**src/rtl/dsp_pkg.sv**
```systemverilog
`default_nettype none
// ------------------------------------------------------------------
// dsp_pkg : shared kernel modes, weights and accumulator sizing
// Rev 1.0
// ------------------------------------------------------------------
package dsp_pkg;

  typedef enum logic [1:0] {
    DSP_PASS  = 2'd0,
    DSP_GAUSS = 2'd1,
    DSP_SHARP = 2'd2,
    DSP_SOBEL = 2'd3
  } dsp_mode_t;

  localparam int GAUSS_W_C      = 4;
  localparam int GAUSS_W_EDGE   = 2;
  localparam int GAUSS_W_CORNER = 1;
  localparam int GAUSS_SHIFT    = 4;
  localparam int SHARP_W_C      = 5;
  localparam int SOBEL_W_SIDE   = 2;
  localparam int ACC_GUARD      = 5;

  function automatic int ACC_W(input int pix_w);
    return pix_w + ACC_GUARD;
  endfunction

endpackage
`default_nettype wire

```
**src/rtl/stencil_lane.sv**
```systemverilog
`default_nettype none
// ------------------------------------------------------------------
// stencil_lane : combinational 3x3 kernel for one pixel, raw signed sum
// Rev 1.0
// ------------------------------------------------------------------
module stencil_lane
  import dsp_pkg::*;
#(
  parameter  int PIX_W = 8,
  localparam int AW    = ACC_W(PIX_W)
) (
  input  dsp_mode_t              mode,
  input  logic [PIX_W-1:0]       nw,
  input  logic [PIX_W-1:0]       n,
  input  logic [PIX_W-1:0]       ne,
  input  logic [PIX_W-1:0]       w,
  input  logic [PIX_W-1:0]       c,
  input  logic [PIX_W-1:0]       e,
  input  logic [PIX_W-1:0]       sw,
  input  logic [PIX_W-1:0]       s,
  input  logic [PIX_W-1:0]       se,
  output logic signed [AW-1:0]   sum
);

  localparam logic signed [AW-1:0] K_GC = AW'(GAUSS_W_C);
  localparam logic signed [AW-1:0] K_GE = AW'(GAUSS_W_EDGE);
  localparam logic signed [AW-1:0] K_GK = AW'(GAUSS_W_CORNER);
  localparam logic signed [AW-1:0] K_SC = AW'(SHARP_W_C);
  localparam logic signed [AW-1:0] K_SS = AW'(SOBEL_W_SIDE);

  function automatic logic signed [AW-1:0] ext(input logic [PIX_W-1:0] p);
    return signed'({{(AW-PIX_W){1'b0}}, p});
  endfunction

  logic signed [AW-1:0] xnw, xn, xne, xw, xc, xe, xsw, xs, xse;
  logic signed [AW-1:0] gauss_acc, sharp, gx, gy, abs_gx, abs_gy;

  assign xnw = ext(nw);
  assign xn  = ext(n);
  assign xne = ext(ne);
  assign xw  = ext(w);
  assign xc  = ext(c);
  assign xe  = ext(e);
  assign xsw = ext(sw);
  assign xs  = ext(s);
  assign xse = ext(se);

  assign gauss_acc = K_GC * xc + K_GE * (xn + xs + xe + xw)
                   + K_GK * (xnw + xne + xsw + xse);
  assign sharp     = K_SC * xc - xn - xs - xe - xw;
  assign gx        = (xne + K_SS * xe + xse) - (xnw + K_SS * xw + xsw);
  assign gy        = (xsw + K_SS * xs + xse) - (xnw + K_SS * xn + xne);
  assign abs_gx    = gx[AW-1] ? -gx : gx;
  assign abs_gy    = gy[AW-1] ? -gy : gy;

  always_comb begin
    sum = xc;
    case (mode)
      DSP_PASS:  sum = xc;
      DSP_GAUSS: sum = gauss_acc >>> GAUSS_SHIFT;
      DSP_SHARP: sum = sharp;
      DSP_SOBEL: sum = abs_gx + abs_gy;
      default:   sum = xc;
    endcase
  end

endmodule
`default_nettype wire

```
**src/rtl/stencil_dsp.sv**
```systemverilog
`default_nettype none
// ------------------------------------------------------------------
// stencil_dsp : streaming 3x3 stencil engine, LANES pixels per beat
// Rev 1.0
// ------------------------------------------------------------------
module stencil_dsp
  import dsp_pkg::*;
#(
  parameter  int PIX_W  = 8,
  parameter  int LANES  = 4,
  localparam int DATA_W = PIX_W * LANES
) (
  input  logic              clk,
  input  logic              rst_n,
  input  logic              in_valid,
  output logic              in_ready,
  input  logic [DATA_W-1:0] in_top,
  input  logic [DATA_W-1:0] in_mid,
  input  logic [DATA_W-1:0] in_bot,
  input  logic [1:0]        in_mode,
  input  logic              in_sol,
  input  logic              in_eol,
  output logic              out_valid,
  input  logic              out_ready,
  output logic [DATA_W-1:0] out_data,
  output logic              out_eol,
  output logic              busy
);

  localparam int AW = ACC_W(PIX_W);

  logic en, accept, shift, drain_pending;

  // Left column only ever contributes its rightmost lane.
  logic [PIX_W-1:0]  left_px [3];
  logic [DATA_W-1:0] win_c   [3];
  logic [DATA_W-1:0] win_r   [3];
  logic              c_sol, c_eol, r_sol, r_eol;
  dsp_mode_t         c_mode, r_mode;

  logic              s0_valid, s1_valid, s1_eol;
  logic signed [AW-1:0] lane_sum [LANES];
  logic signed [AW-1:0] s1_sum   [LANES];
  logic [DATA_W-1:0] clamp_word;

  assign en       = !out_valid || out_ready;
  assign in_ready = en && !drain_pending;
  assign accept   = in_valid && in_ready;
  assign shift    = accept || (en && drain_pending);
  assign busy     = s0_valid || s1_valid || out_valid || drain_pending;

  always_ff @(posedge clk or negedge rst_n) begin
    if (!rst_n) begin
      for (int r = 0; r < 3; r++) begin
        left_px[r] <= '0;
        win_c[r]   <= '0;
        win_r[r]   <= '0;
      end
      c_sol         <= 1'b0;
      c_eol         <= 1'b0;
      r_sol         <= 1'b0;
      r_eol         <= 1'b0;
      c_mode        <= DSP_PASS;
      r_mode        <= DSP_PASS;
      s0_valid      <= 1'b0;
      drain_pending <= 1'b0;
    end else begin
      if (shift) begin
        for (int r = 0; r < 3; r++) begin
          left_px[r] <= win_c[r][(LANES-1)*PIX_W +: PIX_W];
          win_c[r]   <= win_r[r];
        end
        c_sol  <= r_sol;
        c_eol  <= r_eol;
        c_mode <= r_mode;
      end
      if (accept) begin
        win_r[0] <= in_top;
        win_r[1] <= in_mid;
        win_r[2] <= in_bot;
        r_sol    <= in_sol;
        r_eol    <= in_eol;
        r_mode   <= dsp_mode_t'(in_mode);
      end
      if (en) begin
        s0_valid <= (accept && !in_sol) || drain_pending;
      end
      // A drain cycle re-centres the eol word without consuming a beat.
      if (accept && in_eol) begin
        drain_pending <= 1'b1;
      end else if (en) begin
        drain_pending <= 1'b0;
      end
    end
  end

  for (genvar i = 0; i < LANES; i++) begin : g_lane
    logic [PIX_W-1:0] pw [3];
    logic [PIX_W-1:0] pc [3];
    logic [PIX_W-1:0] pe [3];

    for (genvar r = 0; r < 3; r++) begin : g_row
      assign pc[r] = win_c[r][i*PIX_W +: PIX_W];
      if (i == 0) begin : g_w_edge
        assign pw[r] = c_sol ? win_c[r][PIX_W-1:0] : left_px[r];
      end else begin : g_w_inner
        assign pw[r] = win_c[r][(i-1)*PIX_W +: PIX_W];
      end
      if (i == LANES - 1) begin : g_e_edge
        assign pe[r] = c_eol ? win_c[r][(LANES-1)*PIX_W +: PIX_W] : win_r[r][PIX_W-1:0];
      end else begin : g_e_inner
        assign pe[r] = win_c[r][(i+1)*PIX_W +: PIX_W];
      end
    end

    stencil_lane #(.PIX_W(PIX_W)) u_lane (
      .mode (c_mode),
      .nw   (pw[0]), .n (pc[0]), .ne (pe[0]),
      .w    (pw[1]), .c (pc[1]), .e  (pe[1]),
      .sw   (pw[2]), .s (pc[2]), .se (pe[2]),
      .sum  (lane_sum[i])
    );
  end

  always_ff @(posedge clk or negedge rst_n) begin
    if (!rst_n) begin
      s1_valid <= 1'b0;
      s1_eol   <= 1'b0;
      for (int i = 0; i < LANES; i++) s1_sum[i] <= '0;
    end else if (en) begin
      s1_valid <= s0_valid;
      s1_eol   <= c_eol;
      for (int i = 0; i < LANES; i++) s1_sum[i] <= lane_sum[i];
    end
  end

  always_comb begin
    clamp_word = '0;
    for (int i = 0; i < LANES; i++) begin
      if (s1_sum[i][AW-1]) begin
        clamp_word[i*PIX_W +: PIX_W] = '0;
      end else if (|s1_sum[i][AW-2:PIX_W]) begin
        clamp_word[i*PIX_W +: PIX_W] = '1;
      end else begin
        clamp_word[i*PIX_W +: PIX_W] = s1_sum[i][PIX_W-1:0];
      end
    end
  end

  always_ff @(posedge clk or negedge rst_n) begin
    if (!rst_n) begin
      out_valid <= 1'b0;
      out_data  <= '0;
      out_eol   <= 1'b0;
    end else if (en) begin
      out_valid <= s1_valid;
      out_data  <= clamp_word;
      out_eol   <= s1_valid && s1_eol;
    end
  end

endmodule
`default_nettype wire
```
**config.mk**
```make
export PLATFORM = sky130hd
export DESIGN_NAME = stencil_dsp
export DESIGN_NICKNAME = d
export VERILOG_FILES = /design/src/rtl/dsp_pkg.sv /design/src/rtl/stencil_lane.sv /design/src/rtl/stencil_dsp.sv
export SDC_FILE = /design/constraint.sdc
export NUM_CORES = 2
export LEC_CHECK = 0
export BUFFER_PORTS_ARGS = -buffer_cell sky130_fd_sc_hd__buf_2
export CAP_MARGIN = 0
export CORE_ASPECT_RATIO = 1.2
export CORE_MARGIN = 2
export CORE_UTILIZATION = 30
export DETAILED_ROUTE_END_ITERATION = 10
export SLEW_MARGIN = 10
export SYNTH_ARGS = -nofsm -noshare
export SYNTH_HDL_FRONTEND = slang
export SYNTH_SLANG_ARGS = --single-unit
```
**constraint.sdc**
```tcl
create_clock -name clk -period 9.2 [get_ports clk]
set_clock_uncertainty 0.2 [all_clocks]
set_input_delay 0 -clock clk [delete_from_list [all_inputs] [get_ports clk]]
set_output_delay 0 -clock clk [all_outputs]
set_load 0.05 [all_outputs]
```
==> out/qor.txt <==
GR Overflow Total -> 0
Main area contributors after synthesis -> dfrtp_1 19%, ha_1 17%, fa_1 17%
CP Data Required Time -> 9.54 ns
H-tree depth -> 2
Grt peak-use layer -> met2
Shortest period the worst path allows -> 8.47 ns
Gpl congestion -> 1.00
Sinks on the clock net -> 314
Most common cell in the synthesized netlist -> inv_1
Synth area leader -> dfrtp_1
Clock transition at path regs -> 0.06 ns
Synth Flop Type -> dfrtp_1
Filler cells -> 13900
Met2 usage -> 38.6%
Die ar. -> 140000 sq um
Largest net degree at the start of global routing -> 83
Final hold vios -> 0
Vias -> 34900
Relative slew slack -> 24.6%
TritonRoute pass-1 iters -> 7
Longest Clk Path Bufs -> 3
Clock Tree Root -> clkbuf_16
DRC Markers -> 0
Cell variety after synth -> 85
Net Count, Synth -> 5469
Worst Hold Class -> input pin to register
Final worst path period share -> 92.0%
Endpoints failing setup -> 0
Max-Cap Viols -> 0
First-pass GRT wire length -> 242 mm
Synth top area share -> 19.2%
Synth Area per Inst -> 9.22 sq um
Fmax -> 118 MHz
IO Count -> 140
EDFF count, synth -> 0
Core area -> 136000 sq um
Worst Setup End Kind -> register
Worst EP arrival -> 8.80 ns
Met1 Usage GRT -> 28.9%
Seq/Total Area, Yosys -> 19.2%
Status -> completed
Commonest cells post-synth -> 633 x inv_1, 572 x ha_1, 346 x fa_1
Vias per cell -> 5.25
Layout cells sized above 1 -> 10.3%
Routed WL per cell -> 25.2 um
CTS tree -> yes
Site Rows -> 148
Post-cts sizing count -> 0
Initial DRC count -> 2821
HPWL after DPL -> 132 mm
Overall Global Routing Usage -> 23.9%
CP Max Fanout -> 9
Initial antenna violation count -> 12
Vert. Die Dim -> 409 um
Synth Register Bits -> 314
Total CTS buffers -> 44
Post-Syn Area -> 41000 sq um
Synthesis-to-finish area growth -> 16.6%
Final slew viol count -> 0
ANT nets after route -> 0
Yosys warns -> 0
I/O Buffers -> 139
Mapped Cells -> 4447
Worst-Margin Slew -> 1.13 ns
Vias in the first global route -> 35900
Starting Density -> 30.2%
Routed WL -> 168 mm
GRT met3 Usage -> 4.88%
Die width -> 341 um
Worst-skew pair later-pin latency -> 0.65 ns
Unrepaired setup endpoints after global routing -> no
Crit start category -> register
Async set-reset flop share out of synthesis -> 100%
Setup CP Type -> register to register
Final nets -> 5839
Fin Setup TNS -> 0 ns
[final timing paths]
kind                                             start                      endpoint  slack, ns  cells after the start
setup / recovery           g_lane[1].pe[9]$_DFFE_PN0P_        s1_sum[12]$_DFFE_PN0N_       0.73                     27
hold / removal                              in_bot[26]         win_r[26]$_DFFE_PN0P_      0.008                      3
setup reg to reg           g_lane[1].pe[9]$_DFFE_PN0P_        s1_sum[12]$_DFFE_PN0N_       0.73                     27
hold reg to reg                  win_r[95]$_DFFE_PN0P_  g_lane[2].pe[23]$_DFFE_PN0P_       0.26                      2
max in group asynchronous                        rst_n         c_mode[1]$_DFFE_PN0P_       6.48                      5
min in group asynchronous                        rst_n   g_lane[0].pe[8]$_DFFE_PN0P_       0.46                      4
[layout make-up]
| cell class | instances | area (sq um) | share of cell area [%] |
|---|---|---|---|
| clock buffers | 61 | 1260 | 2.63 |
| diodes | 5 | 12.5 | 0.0262 |
| clock inverters | 21 | 282 | 0.589 |
| repair buffers | 426 | 3380 | 7.07 |
| inverters | 633 | 2380 | 4.97 |
| flip-flops and latches | 314 | 7860 | 16.4 |
| well taps | 1800 | 2250 | 4.71 |
| multi-input cells | 3398 | 30400 | 63.6 |
[cells in the final DEF, fill, tap and decap left out, types with 12 or more instances in the layout]
cell type      count
nand2_1          298
dlygate4sd3_1    200
nand2b_1          50
o21a_1            29
nand3_1           51
buf_2            138
o21bai_1          75
mux4_2            17
clkbuf_16         45
mux2i_1           49
a21oi_1          287
a211oi_1          31
mux2_2           147
buf_4             86
xnor2_1          283
o31ai_1           47
o21ai_0          278
and3_1            13
o211ai_1          16
xor2_1           122
or4_1             14
nor2b_1           58
dfrtp_1          312
or3_1             12
and2_1            13
a21o_1            95
ha_1             572
nor2_1           252
nor3_1            50
inv_1            633
a31oi_1           22
fa_1             346
[through the flow]
stage | utilization (%) | hold WS [ns] | instances | cell area (sq um) | setup slack, ns
6_report | 35.3 | 0.00756 | 6658 | 47800 | 0.734
5_1_grt | 35.3 | 0.0463 | 6653 | 47800 | 0.241
4_1_cts | 35.3 | 0.00706 | 6653 | 47800 | 0.862
3_5_place_dp | 32.6 | -0.121 | 6370 | 44200 | 0.911
3_3_place_gp | 32.6 | -0.118 | 6370 | 44200 | 0.920
2_1_floorplan | - | -0.496 | 4447 | 41000 | 1.81
[sequential cells by signal, indices dropped and copies added (netlist names), 2 cells and up]
signal and count:
c_mode 2, left_px 24, g_lane.pc 24, s1_sum 52
out_data 32, g_lane.pe 72, r_mode 2, win_r 96
[routing by layer]
layer / share of wire (%) / vias to the layer above / wire length [um]
li1: - / 15800 / -
met1: 39 / 17300 / 66000
met2: 45 / 1452 / 75600
met3: 7.8 / 477 / 13100
met4: 7.7 / 2 / 12900
met5: 0.0078 / - / 13
[worst max-delay path: stages, from the launching register on]
cell,delay (ns)
dfrtp_1,0.86
inv_1,0.50
fa_1,0.65
inv_1,0.04
ha_1,0.31
a21oi_1,0.24
o21bai_1,0.11
a21o_1,0.22
a21o_1,0.20
a21oi_1,0.18
xor2_1,0.41
fa_1,0.51
ha_1,0.28
inv_1,0.10
a22oi_1,0.17
a41oi_1,0.30
nor2b_1,0.56
nor2b_1,0.24
xnor2_1,0.09
ha_1,0.36
nor2b_1,0.17
o2111ai_1,0.20
nand3_1,0.16
o41ai_1,0.51
o21ai_0,0.26
a211oi_1,0.27
o22ai_1,0.11
o22a_1,0.16
[what timing repair did]
| action | CTS | global route |
|---|---|---|
| endpoints found under the hold margin | 281 | 0 |
| setup buffers | 0 | 0 |
| hold buffers | 201 | 0 |
[cells by family (layout without fill, tap and decap cells)]
group | count (synthesis) | in the layout | share of synthesized area [%]
mux | 214 | 214 | 6.20
simple gates | 859 | 859 | 9.62
fa+ha+maj | 918 | 918 | 34.4
flops | 314 | 314 | 19.2
other cells | 0 | 5 | 0
buf+inv | 735 | 1141 | 6.76
compound gates | 1002 | 1002 | 15.3
xor+xnor | 405 | 405 | 8.65
Power is not shown: default switching activity piles up to over one toggle a cycle in this logic, so the estimate is an artifact.
